<file path="config.mk">
export PLATFORM = sky130hd
export DESIGN_NAME = password_sender
export DESIGN_NICKNAME = d
export VERILOG_FILES = /design/src/rtl/password_sender.sv
export SDC_FILE = /design/constraint.sdc
export NUM_CORES = 1
export LEC_CHECK = 0
export CAP_MARGIN = 15
export CORE_UTILIZATION = 40
export CTS_CLUSTER_DIAMETER = 40
export DETAILED_ROUTE_END_ITERATION = 8
export PLACE_DENSITY = 0.61
export SLEW_MARGIN = 20
export SYNTH_ARGS = -nofsm -noshare
export SYNTH_HDL_FRONTEND = slang
export SYNTH_SLANG_ARGS = --single-unit
</file>
<file path="constraint.sdc">
create_clock -name clk -period 2.45 [get_ports clk]
set_input_delay 0.245 -clock clk [delete_from_list [all_inputs] [get_ports clk]]
set_output_delay 0.245 -clock clk [all_outputs]
set_load 0.02 [all_outputs]
</file>
<file path="src/rtl/password_sender.sv">
// Initiator side of the serial password-lock protocol: shifts a latched code out
// MSB first on enter/inbit strobes, waits for the verdict and retries on reject/timeout.
module password_sender #(
  parameter int CODE_LEN     = 3,
  parameter int GAP          = 1,
  parameter int RESP_TIMEOUT = 4,
  parameter int MAX_ATTEMPTS = 3
) (
  input  logic                                  clk,
  input  logic                                  rst,
  input  logic                                  start,
  input  logic [CODE_LEN-1:0]                   code,
  input  logic                                  unlock,
  input  logic                                  error,
  output logic                                  enter,
  output logic                                  inbit,
  output logic                                  busy,
  output logic                                  done,
  output logic                                  fail,
  output logic [$clog2(MAX_ATTEMPTS+1)-1:0]     attempt
);

  localparam int IW = (CODE_LEN > 1) ? $clog2(CODE_LEN) : 1;
  localparam int GW = (GAP > 1) ? $clog2(GAP) : 1;
  localparam int TW = $clog2(RESP_TIMEOUT);
  localparam int AW = $clog2(MAX_ATTEMPTS + 1);

  localparam logic [IW-1:0] IDX_TOP  = IW'(CODE_LEN - 1);
  localparam logic [GW-1:0] GAP_LAST = GW'(GAP - 1);
  localparam logic [TW-1:0] TMO_LAST = TW'(RESP_TIMEOUT - 1);
  localparam logic [AW-1:0] ATT_MAX  = AW'(MAX_ATTEMPTS);
  localparam logic [AW-1:0] ATT_ONE  = AW'(1);

  typedef enum logic [2:0] {
    S_IDLE  = 3'd0,
    S_SEND  = 3'd1,
    S_GAP   = 3'd2,
    S_RESP  = 3'd3,
    S_RETRY = 3'd4
  } state_t;

  state_t                state_q, state_d;
  logic [CODE_LEN-1:0]   code_q, code_d;
  logic [IW-1:0]         idx_q, idx_d;
  logic [GW-1:0]         gap_q, gap_d;
  logic [TW-1:0]         tmo_q, tmo_d;
  logic [AW-1:0]         att_q, att_d;
  logic                  enter_q, enter_d;
  logic                  inbit_q, inbit_d;
  logic                  busy_q, busy_d;
  logic                  done_q, done_d;
  logic                  fail_q, fail_d;
  logic                  att_fail_s;

  // Next-state, counters and registered-output next values.
  always_comb begin
    state_d    = state_q;
    code_d     = code_q;
    idx_d      = idx_q;
    gap_d      = gap_q;
    tmo_d      = tmo_q;
    att_d      = att_q;
    done_d     = 1'b0;
    fail_d     = 1'b0;
    att_fail_s = 1'b0;

    case (state_q)
      S_IDLE: begin
        if (start) begin
          code_d  = code;
          att_d   = ATT_ONE;
          idx_d   = IDX_TOP;
          state_d = S_SEND;
        end else begin
          state_d = S_IDLE;
        end
      end
      S_SEND: begin
        if (error) begin
          att_fail_s = 1'b1;
        end else if (idx_q != '0) begin
          gap_d   = '0;
          state_d = S_GAP;
        end else begin
          tmo_d   = '0;
          state_d = S_RESP;
        end
      end
      S_GAP: begin
        if (error) begin
          att_fail_s = 1'b1;
        end else if (gap_q == GAP_LAST) begin
          idx_d   = idx_q - IW'(1);
          state_d = S_SEND;
        end else begin
          gap_d = gap_q + GW'(1);
        end
      end
      S_RESP: begin
        // A reject outranks a simultaneous unlock.
        if (error) begin
          att_fail_s = 1'b1;
        end else if (unlock) begin
          done_d  = 1'b1;
          state_d = S_IDLE;
        end else if (tmo_q == TMO_LAST) begin
          att_fail_s = 1'b1;
        end else begin
          tmo_d = tmo_q + TW'(1);
        end
      end
      S_RETRY: begin
        att_d   = att_q + AW'(1);
        idx_d   = IDX_TOP;
        state_d = S_SEND;
      end
      default: begin
        state_d = S_IDLE;
      end
    endcase

    if (att_fail_s && (att_q == ATT_MAX)) begin
      fail_d  = 1'b1;
      state_d = S_IDLE;
    end else if (att_fail_s) begin
      state_d = S_RETRY;
    end else begin
      fail_d = 1'b0;
    end

    enter_d = (state_d == S_SEND);
    inbit_d = enter_d & code_d[idx_d];
    busy_d  = (state_d != S_IDLE);
  end

  // State, datapath and output registers with synchronous reset.
  always_ff @(posedge clk) begin
    if (rst) begin
      state_q <= S_IDLE;
      code_q  <= '0;
      idx_q   <= '0;
      gap_q   <= '0;
      tmo_q   <= '0;
      att_q   <= '0;
      enter_q <= 1'b0;
      inbit_q <= 1'b0;
      busy_q  <= 1'b0;
      done_q  <= 1'b0;
      fail_q  <= 1'b0;
    end else begin
      state_q <= state_d;
      code_q  <= code_d;
      idx_q   <= idx_d;
      gap_q   <= gap_d;
      tmo_q   <= tmo_d;
      att_q   <= att_d;
      enter_q <= enter_d;
      inbit_q <= inbit_d;
      busy_q  <= busy_d;
      done_q  <= done_d;
      fail_q  <= fail_d;
    end
  end

  assign enter   = enter_q;
  assign inbit   = inbit_q;
  assign busy    = busy_q;
  assign done    = done_q;
  assign fail    = fail_q;
  assign attempt = att_q;

endmodule

</file>
==> results of run 1 <==
[metal layers]
metal / vias up / track usage (%)
met4: 0 / 9.44
met2: 20 / 28.4
met1: 347 / 22.1
met5: - / 0
li1: 385 / -
met3: 4 / 6.04
[metrics by stage]
step / worst slack (ps) / power (mW)
2_1_floorplan: 999 / 0.429
3_3_place_gp: 603 / 0.481
3_5_place_dp: 504 / 0.483
4_1_cts: 637 / 0.632
5_1_grt: 462 / 0.673
6_report: 623 / 0.624
[report_power, final]
part / internal, mW / switching, mW
registers: 0.298 / 0.0249
clock network: 0.0632 / 0.0846
logic: 0.0726 / 0.0804
total: 0.434 / 0.190
[state kept, by name, indices dropped and copies added, names as in the netlist]
register  count
done          1
busy          1
code_q        3
idx_q         2
attempt       2
state_q       3
fail          1
inbit         1
enter         1
tmo_q         2
[area by class of cell]
cell class                      count  area (um2)  area share (%)
Multi-Input combinational cell     71         448            43.8
Sequential cell                    17         340            33.3
Timing Repair Buffer               14         140            13.7
Inverter                            9        33.8            3.30
Tap cell                           27        33.8            3.30
Clock buffer                        4        26.3            2.57
[kinds of logic after synthesis]
kind of cell    Yosys count
mux                       2
fa+ha+maj                 3
flops                    17
simple gates             38
buf+inv                  13
compound gates           28
[how the worst min path moves through the flow]
stage / depth (start not counted) / from / end / slack (ps)
2_1_floorplan: 1 / rst / attempt[0] / 320
3_3_place_gp: 2 / tmo_q[1] / tmo_q[1] / 440
3_5_place_dp: 2 / tmo_q[1] / tmo_q[1] / 450
4_1_cts: 2 / tmo_q[1] / tmo_q[1] / 470
5_1_grt: 2 / tmo_q[1] / tmo_q[1] / 500
6_report: 2 / tmo_q[1] / tmo_q[1] / 470
[tightest hold or removal path, cell delays in order, from the launching register on]
cell                      delay, ps
sky130_fd_sc_hd__dfxtp_1        320
sky130_fd_sc_hd__nand2_1         50
sky130_fd_sc_hd__a21oi_1         50
[cell usage in the layout (no fill, tap or decap), types with 2 or more instances in the layout]
cell                              synthesis  routed
sky130_fd_sc_hd__ha_1                     3       3
sky130_fd_sc_hd__nand3_1                  2       2
sky130_fd_sc_hd__clkdlybuf4s50_1          0      14
sky130_fd_sc_hd__o21ai_0                  4       4
sky130_fd_sc_hd__o211ai_1                 2       2
sky130_fd_sc_hd__nor2_1                  16      16
sky130_fd_sc_hd__nor3b_1                  2       2
sky130_fd_sc_hd__a211o_1                  2       2
sky130_fd_sc_hd__o221ai_1                 2       2
sky130_fd_sc_hd__mux2i_1                  2       2
sky130_fd_sc_hd__or3_1                    2       2
sky130_fd_sc_hd__dfxtp_1                 17      17
sky130_fd_sc_hd__clkbuf_4                 0       3
sky130_fd_sc_hd__nand2_1                  8       8
sky130_fd_sc_hd__a21oi_1                  5       5
sky130_fd_sc_hd__o21ai_1                  3       3
sky130_fd_sc_hd__inv_1                    8       8
sky130_fd_sc_hd__nor2b_1                  3       3
==> impl_metrics.sql, run 1 <==
INSERT INTO impl_metrics (metric_group, metric, value, unit) VALUES
('status', 'outcome', 'finished clean', ''),
('place', 'detailed_place.area', '996', 'um2'),
('yosys', 'yosysMostFrequentCell', 'sky130_fd_sc_hd__dfxtp_1', ''),
('sta', 'setup_violations', '0', ''),
('critical_path', 'endpoint_kind', 'flop', ''),
('yosys', 'ys_top_cells_by_area', 'sky130_fd_sc_hd__dfxtp_1 40%, sky130_fd_sc_hd__nor2_1 7.1%, sky130_fd_sc_hd__ha_1 4.5%', ''),
('clocking', 'cts_num_sinks', '17', ''),
('detailed_routing', 'drt_iter0_drc', '14', ''),
('critical_path', 'timing.critical_path.depth', '5', ''),
('sta', 'worst_slew_pin_slew', '534', 'ps'),
('place', 'placed_instance_count', '138', ''),
('critical_path', 'crit_start', 'state_q[1]', ''),
('critical_path', 'worst-r2r-setup-slack', '620', 'ps'),
('yosys', 'synth-compound-area-share', '22.4', '%'),
('yosys', 'syn_area_per_cell', '8.35', 'um2'),
('sta', 'totalNegativeSetupSlack', '0', 'ps'),
('global_routing', 'grt_pass1_wl', '2860', 'um'),
('global_routing', 'via_count_of_the_first_global_routing_pass', '650', ''),
('detailed_routing', 'detail_route.vias_per_cell', '5.32', ''),
('power_and_ir_drop', 'vdd.ir_drop.worst', '0.382', 'mV'),
('critical_path', 'cp_common_cell', 'sky130_fd_sc_hd__o21ai_1', ''),
('clocking', 'ctsHtreeMaxLevel', '1', ''),
('floorplanning', 'die_height', '47.9', 'um'),
('detailed_routing', 'drcViolationCount', '0', ''),
('yosys', 'yosys_warnings', '0', ''),
('flow_run', 'cap_viol_max_count', '0', ''),
('cells_and_area', 'flow.area_growth_from_synthesis', '21.2', '%'),
('sta', 'slew-limit-headroom', '64.3', '%'),
('critical_path', 'critical_path.n_buffers_inverters', '1', ''),
('global_routing', 'antenna_found_initial', '0', ''),
('yosys', 'synth_fp_nets', '112', ''),
('yosys', 'synth_seq_area_share', '40.4', '%'),
('yosys', 'yosys.area.top_type', 'sky130_fd_sc_hd__dfxtp_1', ''),
('clocking', 'ctsResizeCount', '0', ''),
('clocking', 'tritoncts', 'done', ''),
('detailed_routing', 'drt_wl_total', '1770', 'um'),
('place', 'gpl.final_weighted_congestion', '0.894', ''),
('yosys', 'synthesis.area', '843', 'um2'),
('detailed_routing', 'met3_wirelength', '71', 'um'),
('critical_path', 'cp.arrival', '2030', 'ps'),
('yosys', 'postSynthRegisterBits', '17', ''),
('clocking', 'post-cts-setup-buffers', '0', ''),
('detailed_routing', 'route.layer.met1.wl', '828', 'um'),
('detailed_routing', 'route.top_layer_used', 'met4', ''),
('yosys', 'synth_fa_ha_area_share', '4.45', '%'),
('cells_and_area', 'final_nets', '127', ''),
('sta', 'holdWs', '467', 'ps'),
('detailed_routing', 'routed_wire_length_per_instance', '12.5', 'um'),
('cells_and_area', 'finalCoreUtilization', '52.1', '%'),
('yosys', 'netlist_instances', '101', ''),
('critical_path', 'worstRegToRegCells', '5', ''),
('floorplanning', 'die_width', '47.9', 'um'),
('yosys', 'synth_top_flop_cell', 'sky130_fd_sc_hd__dfxtp_1', ''),
('yosys', 'netlist_top_cells_count', '17 x sky130_fd_sc_hd__dfxtp_1, 16 x sky130_fd_sc_hd__nor2_1, 8 x sky130_fd_sc_hd__inv_1, 8 x sky130_fd_sc_hd__nand2_1, 5 x sky130_fd_sc_hd__a21oi_1', ''),
('place', 'hpwl', '1320', 'um'),
('floorplanning', 'ioPinCount', '15', ''),
('worst_hold_path', 'timing.hold.worst.class', 'reg2reg', ''),
('critical_path', 'worst-endpoint-required', '2650', 'ps'),
('critical_path', 'r2r_end', 'inbit', ''),
('clocking', 'clk-insertion-delay-late', '280', 'ps'),
('power_and_ir_drop', 'power_density_of_the_placed_cells', '610', 'mW/mm2'),
('power_and_ir_drop', 'p_leak', '0.378', 'nW'),
('floorplanning', 'fp.dieArea', '0.00230', 'mm2'),
('detailed_routing', 'route.met2.wl', '850', 'um'),
('sta', 'fmaxAchievable', '0.547', 'GHz'),
('yosys', 'synth_largest_type_area_fraction', '40.4', '%'),
('cells_and_area', 'n_antenna_cell', '0', ''),
('sta', 'hold_viol', '0', ''),
('critical_path', 'timing.setup.critical_path_class', 'reg2reg', ''),
('cells_and_area', 'fin_area', '0.00102', 'mm2'),
('critical_path', 'startpoint_type', 'flop', '');
Power figures use the tool's default switching activity.
==> run 2, diff against run 1 <==
- PLACE_DENSITY: 0.61 -> 0.64
- clock period: 2.45 -> 1.5 ns (I/O delays scaled with it)
==> run 2 against run 1 <==
  * The flow now finishes with violations (negative setup slack)
  * Setup slack worse by 670 ps
  * Core utilization grew 15 points
  * Cell count rose by 22%
  * Non-clock buffer count increased by 31
  * Sequential share of layout area decreased by 6.7 points
  * Count of clock-buffer cells in the layout is 1 lower
  * Fmax rose by 18%
  * Critical path depth rose by 2
  * Clock power grew 74%
  * Critical endpoint unchanged
  * Largest cell class unchanged
==> impl_metrics.sql, run 2 (synthesis gave the netlist of run 1 again) <==
INSERT INTO impl_metrics (metric_group, metric, value, unit) VALUES
('global_routing', 'grt_overflow_total', '0', ''),
('flow_run', 'cap_viol_max_count', '0', ''),
('detailed_routing', 'num_vias', '890', ''),
('power_and_ir_drop', 'p_leak', '0.573', 'nW'),
('detailed_routing', 'antenna_violating_nets_left', '0', ''),
('worst_hold_path', 'min_from', 'code[0]', ''),
('floorplanning', 'design.core.area', '0.00196', 'mm2'),
('clocking', 'cts-root-buf', 'sky130_fd_sc_hd__clkbuf_4', ''),
('power_and_ir_drop', 'power_density_of_the_placed_cells', '913', 'mW/mm2'),
('power_and_ir_drop', 'share_clk_of_total_power', '21.5', '%'),
('floorplanning', 'die_height', '47.9', 'um'),
('power_and_ir_drop', 'net-switching-power', '0.379', 'mW'),
('detailed_routing', 'routed_wire_length_per_instance', '12.8', 'um'),
('sta', 'hold_viol', '0', ''),
('critical_path', 'timing.setup.critical_path_class', 'reg2reg', ''),
('cells_and_area', 'commonest_cells_after_routing_fill_and_taps_aside', '30 x sky130_fd_sc_hd__buf_4, 13 x sky130_fd_sc_hd__nor2_1, 12 x sky130_fd_sc_hd__dfxtp_1, 12 x sky130_fd_sc_hd__clkdlybuf4s50_1, 8 x sky130_fd_sc_hd__nand2_1', ''),
('sta', 'fin_skew', '5.06', 'ps'),
('power_and_ir_drop', 'switching_share', '31.6', '%'),
('power_and_ir_drop', 'internal_power', '0.822', 'mW'),
('sta', 'slew_violations', '0', ''),
('clocking', 'cts.clk_slew.worst_paths', '110', 'ps'),
('detailed_routing', 'detail_route.vias_per_cell', '5.14', ''),
('sta', 'holdWs', '400', 'ps'),
('critical_path', 'r2r_start', 'idx_q[0]', ''),
('sta', 'fmaxAchievable', '0.648', 'GHz'),
('power_and_ir_drop', 'power.share.sequential', '43.0', '%'),
('place', 'placement.setup.worst_slack', '-241', 'ps'),
('critical_path', 'worstRegToRegCells', '7', ''),
('power_and_ir_drop', 'p_comb_share', '35.5', '%'),
('global_routing', 'via_count_of_the_first_global_routing_pass', '822', ''),
('clocking', 'clk-insertion-delay-late', '300', 'ps'),
('clocking', 'cts_num_sinks', '17', ''),
('sta', 'fin_crit_sh', '103', '%'),
('floorplanning', 'ioPinCount', '15', ''),
('worst_hold_path', 'timing.hold.worst.class', 'in2reg', ''),
('critical_path', 'startpoint_type', 'flop', ''),
('cells_and_area', 'final_nets', '158', ''),
('global_routing', 'globalRoute.busiestLayer', 'met2', ''),
('power_and_ir_drop', 'vdd.ir_drop.worst', '0.588', 'mV'),
('sta', 'totalNegativeSetupSlack', '-43.4', 'ps'),
('worst_hold_path', 'worstHoldPathCells', '3', ''),
('sta', 'final_period_minus_worst_setup_slack', '1540', 'ps'),
('sta', 'final.setup.worst_slack', '-43.4', 'ps'),
('global_routing', 'grt_pass1_wl', '3310', 'um'),
('status', 'failed_checks', 'negative setup slack', ''),
('critical_path', 'cp.arrival', '1770', 'ps'),
('critical_path', 'crit_fanout', '3', ''),
('cells_and_area', 'top_regs', 'code_q (3), state_q (3)', ''),
('global_routing', 'globalRouteMet3Util', '3.40', '%'),
('worst_hold_path', 'hold_path_end', 'code_q[0]', ''),
('floorplanning', 'initial_standard_cell_utilization_of_the_core', '43.0', '%'),
('detailed_routing', 'drt_iter0_drc', '12', ''),
('global_routing', 'met2_usage_in_global_routing', '36.2', '%'),
('place', 'hpwl', '1640', 'um'),
('critical_path', 'endpoint_kind', 'flop', ''),
('place', 'port-buffer-count', '14', ''),
('cells_and_area', 'n_antenna_cell', '0', ''),
('place', 'gpl.final_weighted_congestion', '0.841', ''),
('clocking', 'tritoncts', 'done', ''),
('cells_and_area', 'share_of_post_route_cells_with_drive_strength_above_1', '36.3', '%'),
('detailed_routing', 'drcViolationCount', '0', ''),
('place', 'detailed_place.area', '0.00122', 'mm2'),
('critical_path', 'worst-r2r-setup-slack', '-40', 'ps'),
('cells_and_area', 'flow.area_growth_from_synthesis', '55.9', '%'),
('global_routing', 'antenna_found_initial', '0', ''),
('detailed_routing', 'firstDrtPassIters', '6', ''),
('global_routing', 'maximum_number_of_pins_on_one_net_before_global_route_repair', '11', ''),
('global_routing', 'globalRouteMet1Util', '24.4', '%'),
('floorplanning', 'die_width', '47.9', 'um'),
('sta', 'setup_violations', '1', ''),
('critical_path', 'r2r_end', 'inbit', ''),
('global_routing', 'grt_use_total', '21.4', '%'),
('sta', 'rsz0062_at_grt', 'yes', ''),
('cells_and_area', 'layout.cells.most_common', 'sky130_fd_sc_hd__buf_4', ''),
('clocking', 'cts_buffers', '3', ''),
('floorplanning', 'fp.dieArea', '0.00230', 'mm2'),
('sta', 'worst_slew_pin_slew', '302', 'ps'),
('critical_path', 'worst-endpoint-required', '1730', 'ps'),
('cells_and_area', 'fin_area', '0.00132', 'mm2'),
('sta', 'slew-limit-headroom', '79.6', '%'),
('detailed_routing', 'drt_wl_total', '2210', 'um'),
('floorplanning', 'core.rowCount', '16', ''),
('clocking', 'ctsHtreeMaxLevel', '1', ''),
('clocking', 'cts_max_path_buffers', '2', ''),
('status', 'outcome', 'finished with violations', '');
## run 2: cell types whose count changed in the layout (fill, tap and decap cells not counted), sizes merged
| cell | before | now |
|---|---|---|
| clkdlybuf4s50 | 14 | 12 |
| clkbuf | 4 | 3 |
| buf | 0 | 31 |
| dlymetal6s2s | 0 | 2 |
| clkinv | 0 | 1 |
## run 2: routing by layer
layer	part of all wire [%]	wire, um	vias to the layer above
met2	51	1130	22
met5	0	0	-
met4	0.82	18	0
li1	-	-	448
met3	3.1	68	2
met1	45	986	418
## run 2: power groups by stage
stage | registers [mW] | logic, mW | clock network (mW)
after floorplan | 0.540 | 0.160 | 0
after global placement | 0.521 | 0.373 | 0
after detailed placement | 0.522 | 0.379 | 0
after CTS | 0.514 | 0.381 | 0.270
after global routing | 0.522 | 0.462 | 0.291
final | 0.517 | 0.426 | 0.258
## run 2: layout make-up
type                       count  area (um2)
multi-input combinational     71         489
clock buffer                   3        22.5
clock inverter                 1        5.00
fill                         189         647
timing repair buffer          45         382
sequential                    17         349
tap                           27        33.8
inverter                       9        33.8
## run 2: how the worst max path moves through the flow
stage	end	slack, ps	start
3_3_place_gp	inbit	-220	error
3_5_place_dp	inbit	-240	error
2_1_floorplan	inbit	50	idx_q[1]
6_report	inbit	-40	idx_q[0]
4_1_cts	inbit	-80	idx_q[0]
5_1_grt	inbit	-120	idx_q[1]
## run 2: timing repair
item / 4_1_cts / 5_1_grt
endpoints found under the setup margin: 3 / 9
setup buffers: 0 / 1
gates resized for setup: 5 / 18
pin swaps: 0 / 6
gates cloned: 0 / 0
hold buffers: 0 / 0
## run 2: worst max-delay path, stage by stage, from the launching register on
cell	delay, ps
sky130_fd_sc_hd__dfxtp_2	350
sky130_fd_sc_hd__inv_2	40
sky130_fd_sc_hd__ha_1	280
sky130_fd_sc_hd__nor2b_4	130
sky130_fd_sc_hd__mux2i_4	180
sky130_fd_sc_hd__o22a_1	190
sky130_fd_sc_hd__o211ai_1	80
sky130_fd_sc_hd__a211oi_1	220
## run 2: per-stage QoR
stage	util (%)	total power, mW	std cells
floorplan	-	0.700	101
global placement	62.2	0.894	168
detailed placement	62.2	0.901	168
CTS	63.9	1.16	172
global route	67.0	1.27	173
finish	67.0	1.20	173
